===== config.mk =====
export PLATFORM = sky130hd
export DESIGN_NAME = vector_processor_controller
export DESIGN_NICKNAME = d
export VERILOG_FILES = /design/src/rtl/vec_ctrl_pkg.sv /design/src/rtl/vec_ctrl_decoder.sv /design/src/rtl/vector_processor_controller.sv
export SDC_FILE = /design/constraint.sdc
export NUM_CORES = 1
export LEC_CHECK = 0
export ABC_AREA = 1
export CORE_MARGIN = 2
export CORE_UTILIZATION = 50
export CTS_CLUSTER_DIAMETER = 30
export DETAILED_ROUTE_END_ITERATION = 8
export DONT_BUFFER_PORTS = 1
export PLACE_DENSITY = 0.68
export SLEW_MARGIN = 10
export SYNTH_ARGS = -nofsm -noshare
export SYNTH_HDL_FRONTEND = slang
export SYNTH_SLANG_ARGS = --single-unit

===== constraint.sdc =====
create_clock -name clk -period 1.2 [get_ports clk]
set_input_delay 0.3 -clock clk [delete_from_list [all_inputs] [get_ports clk]]
set_output_delay 0.3 -clock clk [all_outputs]
set_load 0.03 [all_outputs]

===== src/rtl/vec_ctrl_pkg.sv =====
// Shared types and encodings for the vector sequencing controller.
// Used by vec_ctrl_decoder and vector_processor_controller.
package vec_ctrl_pkg;

   typedef enum logic [2:0] {
      StIdle,
      StDecode,
      StCsr,
      StLoad,
      StStore,
      StWrite
   } state_e;

   typedef enum logic [2:0] {
      ClsIllegal,
      ClsCsr,
      ClsArith,
      ClsLoad,
      ClsStore
   } inst_class_e;

   localparam logic [6:0] OpcodeV     = 7'h57;
   localparam logic [6:0] OpcodeLoad  = 7'h07;
   localparam logic [6:0] OpcodeStore = 7'h27;

   localparam logic [2:0] F3Opivv = 3'b000;
   localparam logic [2:0] F3Opivi = 3'b011;
   localparam logic [2:0] F3Opivx = 3'b100;
   localparam logic [2:0] F3Opcfg = 3'b111;

   localparam logic [1:0] MopUnit    = 2'b00;
   localparam logic [1:0] MopStrided = 2'b10;

   localparam logic [1:0] Mux1Vs1    = 2'b00;
   localparam logic [1:0] Mux1Scalar = 2'b01;
   localparam logic [1:0] Mux1Imm    = 2'b10;

   typedef struct packed {
      logic       vl_sel;
      logic       vtype_sel;
      logic       rs1rd_de;
      logic       rs1_sel;
      logic       stride_sel;
      logic       lumop_sel;
      logic       addr_mux2_sel;
      logic [1:0] arith_mux1_sel;
      logic       mask_op;
   } dec_sel_t;

   // Operand-1 source for OPIVV / OPIVX / OPIVI.
   function automatic logic [1:0] f3_to_mux1(input logic [2:0] f3);
      logic [1:0] sel;
      sel = Mux1Vs1;
      if (f3 == F3Opivx) sel = Mux1Scalar;
      if (f3 == F3Opivi) sel = Mux1Imm;
      return sel;
   endfunction

endpackage


===== src/rtl/vec_ctrl_decoder.sv =====
// Combinational RVV instruction classifier: latched instruction word in,
// instruction class and datapath select bundle out.
module vec_ctrl_decoder
   import vec_ctrl_pkg::*;
#(
   parameter int unsigned XLEN_P = 32
) (
   input  logic [XLEN_P-1:0] inst_i,
   output inst_class_e       cls_o,
   output dec_sel_t          sel_o
);

   logic [6:0] opcode;
   logic [4:0] rd;
   logic [2:0] funct3;
   logic [4:0] rs1;
   logic [1:0] mop;
   logic       unused_bits;

   assign opcode      = inst_i[6:0];
   assign rd          = inst_i[11:7];
   assign funct3      = inst_i[14:12];
   assign rs1         = inst_i[19:15];
   assign mop         = inst_i[27:26];
   assign unused_bits = ^{inst_i[28], inst_i[25:20]};

   always_comb begin
      cls_o = ClsIllegal;
      unique case (opcode)
         OpcodeV: begin
            unique case (funct3)
               F3Opcfg:                   cls_o = ClsCsr;
               F3Opivv, F3Opivx, F3Opivi: cls_o = ClsArith;
               default:                   cls_o = ClsIllegal;
            endcase
         end
         OpcodeLoad:  cls_o = ClsLoad;
         OpcodeStore: cls_o = ClsStore;
         default:     cls_o = ClsIllegal;
      endcase
   end

   always_comb begin
      sel_o               = '0;
      sel_o.vl_sel        = (inst_i[31:30] == 2'b11);
      sel_o.vtype_sel     = !inst_i[31] || (inst_i[31:30] == 2'b11);
      sel_o.rs1rd_de      = (rs1 != 5'd0);
      sel_o.rs1_sel       = (rs1 == 5'd0) && (rd != 5'd0);
      sel_o.stride_sel    = (mop == MopUnit);
      sel_o.lumop_sel     = (mop == MopUnit);
      sel_o.addr_mux2_sel = (mop == MopStrided);
      // The WRITE that follows a load takes vs1 path; funct3 there is a width.
      if (opcode == OpcodeV) begin
         sel_o.arith_mux1_sel = f3_to_mux1(funct3);
         sel_o.mask_op        = (inst_i[31:29] == 3'b011);
      end
   end

endmodule


===== src/rtl/vector_processor_controller.sv =====
// Sequencing FSM for the vector datapath: accept, decode, drive selects, wait for completion.
// Optional per-wait-state watchdog enabled by defining VEC_CTRL_TIMEOUT_EN.
module vector_processor_controller
   import vec_ctrl_pkg::*;
#(
   parameter int unsigned XLEN_P         = 32,
   parameter int unsigned TIMEOUT_CYCLES = 1024
) (
   input  logic              clk,
   input  logic              reset,
   input  logic              inst_valid,
   input  logic [XLEN_P-1:0] instruction,
   output logic              inst_ready,
   output logic              busy,
   input  logic              csr_done,
   input  logic              is_loaded,
   input  logic              store_done,
   input  logic              data_written,
   output logic              vl_sel,
   output logic              vtype_sel,
   output logic              lumop_sel,
   output logic              rs1rd_de,
   output logic              rs1_sel,
   output logic              csrwr_en,
   output logic              vec_reg_wr_en,
   output logic              mask_operation,
   output logic              mask_wr_en,
   output logic [1:0]        data_mux1_sel,
   output logic              data_mux2_sel,
   output logic              stride_sel,
   output logic              ld_inst,
`ifdef VEC_CTRL_TIMEOUT_EN
   output logic              timeout_err,
`endif
   output logic              illegal_inst
);

   state_e            state_q, state_d;
   logic [XLEN_P-1:0] inst_q;
   logic              entry_q;
   inst_class_e       cls;
   dec_sel_t          sel;

   vec_ctrl_decoder #(
      .XLEN_P (XLEN_P)
   ) u_decoder (
      .inst_i (inst_q),
      .cls_o  (cls),
      .sel_o  (sel)
   );

`ifdef VEC_CTRL_TIMEOUT_EN
   localparam int unsigned CntW = $clog2(TIMEOUT_CYCLES + 1);

   logic [CntW-1:0] cnt_q;
   logic            wait_state;
   logic            timeout_hit;

   assign wait_state  = (state_q == StCsr) || (state_q == StLoad) ||
                        (state_q == StStore) || (state_q == StWrite);
   assign timeout_hit = wait_state && (cnt_q == CntW'(TIMEOUT_CYCLES - 1));

   always_ff @(posedge clk) begin
      if (reset || (state_d != state_q)) begin
         cnt_q <= '0;
      end else if (wait_state) begin
         cnt_q <= cnt_q + 1'b1;
      end
   end
`else
   localparam int unsigned UnusedTimeout = TIMEOUT_CYCLES;
`endif

   always_ff @(posedge clk) begin
      if (reset) begin
         state_q <= StIdle;
         inst_q  <= '0;
         entry_q <= 1'b0;
      end else begin
         state_q <= state_d;
         entry_q <= (state_d != state_q);
         if ((state_q == StIdle) && inst_valid) begin
            inst_q <= instruction;
         end
      end
   end

   always_comb begin
      state_d        = state_q;
      inst_ready     = 1'b0;
      busy           = (state_q != StIdle);
      vl_sel         = 1'b0;
      vtype_sel      = 1'b0;
      lumop_sel      = 1'b0;
      rs1rd_de       = 1'b0;
      rs1_sel        = 1'b0;
      csrwr_en       = 1'b0;
      vec_reg_wr_en  = 1'b0;
      mask_operation = 1'b0;
      mask_wr_en     = 1'b0;
      data_mux1_sel  = Mux1Vs1;
      data_mux2_sel  = 1'b0;
      stride_sel     = 1'b0;
      ld_inst        = 1'b0;
      illegal_inst   = 1'b0;
`ifdef VEC_CTRL_TIMEOUT_EN
      timeout_err    = 1'b0;
`endif

      unique case (state_q)
         StIdle: begin
            inst_ready = 1'b1;
            if (inst_valid) state_d = StDecode;
         end
         StDecode: begin
            unique case (cls)
               ClsCsr:   state_d = StCsr;
               ClsArith: state_d = StWrite;
               ClsLoad:  state_d = StLoad;
               ClsStore: state_d = StStore;
               default: begin
                  illegal_inst = 1'b1;
                  state_d      = StIdle;
               end
            endcase
         end
         StCsr: begin
            // The CSR write is a single strobe on the entry cycle only.
            csrwr_en  = entry_q;
            vl_sel    = sel.vl_sel;
            vtype_sel = sel.vtype_sel;
            rs1rd_de  = sel.rs1rd_de;
            rs1_sel   = sel.rs1_sel;
            if (csr_done) state_d = StIdle;
         end
         StLoad: begin
            ld_inst       = 1'b1;
            vec_reg_wr_en = 1'b1;
            data_mux1_sel = Mux1Scalar;
            stride_sel    = sel.stride_sel;
            lumop_sel     = sel.lumop_sel;
            data_mux2_sel = sel.addr_mux2_sel;
            if (is_loaded) state_d = StWrite;
         end
         StStore: begin
            data_mux1_sel = Mux1Scalar;
            stride_sel    = sel.stride_sel;
            lumop_sel     = sel.lumop_sel;
            data_mux2_sel = sel.addr_mux2_sel;
            if (store_done) state_d = StIdle;
         end
         StWrite: begin
            vec_reg_wr_en  = 1'b1;
            data_mux1_sel  = sel.arith_mux1_sel;
            mask_operation = sel.mask_op;
            mask_wr_en     = sel.mask_op;
            if (data_written) state_d = StIdle;
         end
         default: state_d = StIdle;
      endcase

`ifdef VEC_CTRL_TIMEOUT_EN
      // A completion strobe in the expiry cycle has already moved state_d and wins.
      if (timeout_hit && (state_d == state_q)) begin
         timeout_err    = 1'b1;
         csrwr_en       = 1'b0;
         vec_reg_wr_en  = 1'b0;
         mask_operation = 1'b0;
         mask_wr_en     = 1'b0;
         state_d        = StIdle;
      end
`endif
   end

endmodule


==> results of run 1 <==
-- cell families after synthesis --
kind of cell    after synthesis  share of synthesized area
flops                        29                      0.424
simple gates                 89                      0.284
compound gates               37                      0.167
buf+inv                      36                      0.124
-- metrics by stage --
stage / hold slack [ns] / cells / area [µm²]
4_1_cts: 0.00336 / 274 / 2220
3_5_place_dp: 0.366 / 253 / 1860
3_3_place_gp: 0.364 / 253 / 1860
2_1_floorplan: 0.439 / 191 / 1520
-- cell usage after synthesis (2+ instances only) --
cell type  number
nor2_1         24
clkbuf_1        3
buf_6           3
o22ai_1         2
a211oi_1       14
nor2_2          2
nand3_1        11
a21oi_1        19
inv_1          23
nand2_1        39
dfxtp_1        29
buf_4           3
nor3_1          6
inv_2           3
-- repair_timing --
action	CTS
pin swaps	12
endpoints found under the hold margin	2
setup endpoints to repair	45
resized for setup	49
hold buffers	1
cloned	2
buffers inserted	12
==> run summary, run 1 <==
Synth area leaders - dfxtp_1, nand2_1, a211oi_1
Status - stopped before the end
Post-synth cell types - 24
Post-synth top area share - 0.424
Initial Util - 0.538
Clock Sinks - 29
GRT worst endpoint - data_mux1_sel[0]
Post-Syn Nets - 230
Placer Congestion - 0.871
Number of port buffers - 0
H-tree Lvls - 2
FP Rows - 18
Mapped Cells - 191
DIE HEIGHT - 56.3 µm
Mapped Area - 1370 µm²
Async SR Flop Fraction - 0
Dpl ws - -0.312 ns
Area leader, netlist - dfxtp_1
Post-synthesis register bit count - 29
Worst_ep kind - top-level output
Ports - 56
Synth Flop Type - dfxtp_1
EDFF count, synth - 0
Syn avg cell area - 7.17 µm²
Error message - [ERROR DPL-0038] Utilization greater than 100%, impossible to legalize
Root Buffer - clkbuf_4
Exit stage - global routing (5_1_grt)
Pin count of the biggest net entering global routing - 29
Syn. warnings - 0
Total CTS buffers - 5
Die width - 56.3 µm
Seq/Total Area, Yosys - 0.424
Max Root-Sink Buffers - 2
Post-detail-place hpwl - 2520 µm
==> inputs of run 2 (changes only) <==
--- a/config.mk
+++ b/config.mk
@@ -7,11 +7,10 @@
 export LEC_CHECK = 0
 export ABC_AREA = 1
 export CORE_MARGIN = 2
-export CORE_UTILIZATION = 50
-export CTS_CLUSTER_DIAMETER = 30
+export CORE_UTILIZATION = 35
 export DETAILED_ROUTE_END_ITERATION = 8
 export DONT_BUFFER_PORTS = 1
-export PLACE_DENSITY = 0.68
+export PLACE_DENSITY_LB_ADDON = 0.15
 export SLEW_MARGIN = 10
 export SYNTH_ARGS = -nofsm -noshare
 export SYNTH_HDL_FRONTEND = slang
==> constraint.sdc (replaced) <==
create_clock -name clk -period 1.6 [get_ports clk]
set_input_delay 0.4 -clock clk [delete_from_list [all_inputs] [get_ports clk]]
set_output_delay 0.4 -clock clk [all_outputs]
set_load 0.03 [all_outputs]
==> run 2 against run 1 <==
Effect of this change:
- the flow now finishes, with violations (negative setup slack)
- area after synthesis unchanged
- synthesized cell count stayed put
==> run summary, run 2 <==
Status - finished with violations
Violated checks - negative setup slack
Worst VDD drop - 516 µV
Async SR Flop Fraction - 0
CTS clock-pin slew for the worst setup and hold paths - 0.07 ns
Post-synth top area share - 0.424
Switch Pwr - 0.457 mW
Slew Limit Headroom - 0.810
GRT overflow - 0
Ports - 56
Sw Share - 0.273
Via count - 1415
DR vias/cell - 5.09
Synth Flop Type - dfxtp_1
Most frequent cells in the layout - nand2_1, nor2_1, buf_4
Most frequent cell after synthesis - nand2_1
Post-synth top cells - nand2_1, dfxtp_1, nor2_1
Pin count of the biggest net entering global routing - 41
DIE HEIGHT - 66.5 µm
Leading cell type in the layout, fill and taps excluded - nand2_1
Total CTS buffers - 5
Die width - 66.5 µm
Post-Syn Nets - 230
Worst hold-check path type - input port to flip-flop
# hold bufs at CTS - 0
Syn avg cell area - 7.17 µm²
Grt met1 use - 0.194
Setup-failing EPs final - 13
Combinational group share of total power - 0.156
Final Slew Violations - 0
Area grow syn2layout - 60.8%
Worst setup path class - flip-flop to output port
Final antenna-violating net count - 0
Final hold vios - 0
Final instance area - 2200 µm²
Grt peak-use layer - met2
Part of the cycle the worst path needs - 1.18
Pwr dens - 761 nW/µm²
Biggest regs - inst_q x25, state_q x3, entry_q x1
WP buf/inv - 3
Clock group share of total power - 0.364
Max reg flops - 25
Clock Sinks - 29
Int Pwr - 1.22 mW
Critical path endpoint category - output port
Initial Util - 0.368
Wirelength, routed - 4030 µm
Root Buffer - clkbuf_8
Antenna violations before repair - 0
Leakage power - 0.852 nW
Total power - 1.68 mW
Max frequency - 531 MHz
GR Util met3 - 0.0541
Dpl cell area - 1650 µm²
Critical path's top delay family - buffers and inverters
FP Rows - 22
CTS tree - yes
Area leader, netlist - dfxtp_1
Clk_lat worst skew - 0.28 ns
Post-detail-place hpwl - 2440 µm
Mapped Cells - 191
Critical-path top delay cell - dfxtp_2
Final setup slack of the worst path - -0.283 ns
Post-synth cell types - 24
Crit-path cells - inv_2, nand2_2, nor2_4, nand3b_1, buf_4, o31ai_2, buf_4
Seq pwr share - 0.480
Die ar. - 4430 µm²
DRT Pass-1 Iters - 4
GR met2 Demand/Resource - 0.294
Clk_skew - 0.00832 ns
Final min period - 1.88 ns
WL/cell - 14.5 µm
Worst Tran Pin Value - 0.283 ns
DRC - 0
Core area - 3720 µm²
Max Root-Sink Buffers - 2
Worst endpoint required time - 1.20 ns
Largest fanout on the critical path - 2
MaxCap Viol Count - 0
Placer Congestion - 0.844
Critical path launch point type - flip-flop
Syn. warnings - 0
# diodes - 0
Synth area leaders - dfxtp_1, nand2_1, a211oi_1
Global-route wire length before repair - 5620 µm
EDFF count, synth - 0
Initial DRC count - 101
Crit-path max cell delay - 0.32 ns
Mapped Area - 1370 µm²
H-tree Lvls - 2
RSZ-0062 raised after global routing - true
TNS Setup - -2.55 ns
Biggest register - inst_q
Number of port buffers - 0
Critical Path AT - 1.48 ns
Gr usage total - 0.171
Nets - 269
Final core occ - 0.592
Dpl ws - -0.0473 ns
Layout cell share with drive strength beyond 1 - 0.491
Post-synthesis register bit count - 29
Number of global-route vias before repair - 1283
Seq/Total Area, Yosys - 0.424
Critical path's most frequent cell - buf_4
run 2: cell counts after synthesis:
Identical to the previous run, type by type.
run 2: metal layers:
metal  up-vias  part of all wire
met3         5             0.050
met1       670              0.42
met2        33              0.52
met4         0             0.010
met5         -                 0
li1        707                 -
run 2: power groups by stage:
stage	clock network [mW]	registers, mW	logic [mW]
3_3_place_gp	0	0.811	0.169
3_5_place_dp	0	0.814	0.175
5_1_grt	0.651	0.810	0.285
4_1_cts	0.615	0.800	0.199
6_report	0.610	0.805	0.261
2_1_floorplan	0	0.808	0.151
run 2: final cells by class:
type,instances,area (µm²)
Fill cell,326,1520
Multi-Input combinational cell,126,886
Sequential cell,29,598
Timing Repair Buffer,39,404
Inverter,26,130
Clock buffer,7,86.3
Tap cell,48,60.1
Timing Repair inverter,3,36.3
run 2: logic make-up after synthesis:
family | Yosys count | synth area share
buffers and inverters | 36 | 0.124
DFF | 29 | 0.424
AOI/OAI and AO/OA | 37 | 0.167
and+or+nand+nor | 89 | 0.284
run 2: path summary, 6_finish.rpt:
check / from / end / slack (ns) / depth (start not counted)
worst max-delay path: inst_q[5] / data_mux1_sel[0] / -0.28 / 7
worst min-delay path: reset / state_q[0] / 0.17 / 1
worst max register to register: state_q[1] / inst_q[8] / 0.03 / 7
worst min register to register: inst_q[11] / inst_q[11] / 0.46 / 2
run 2: metrics by stage:
| stage | hold slack, ns | cells |
|---|---|---|
| 4_1_cts | 0.169 | 267 |
| 6_report | 0.170 | 278 |
| 2_1_floorplan | 0.439 | 191 |
| 3_5_place_dp | 0.448 | 252 |
| 3_3_place_gp | 0.443 | 252 |
| 5_1_grt | 0.164 | 278 |
run 2: what timing repair did:
item | in CTS | in global routing
buffers inserted | 8 | 9
pin swaps | 9 | 10
cloned | 0 | 3
setup endpoints to repair | 18 | 19
resized for setup | 40 | 45
(Power assumes the default switching activity.)
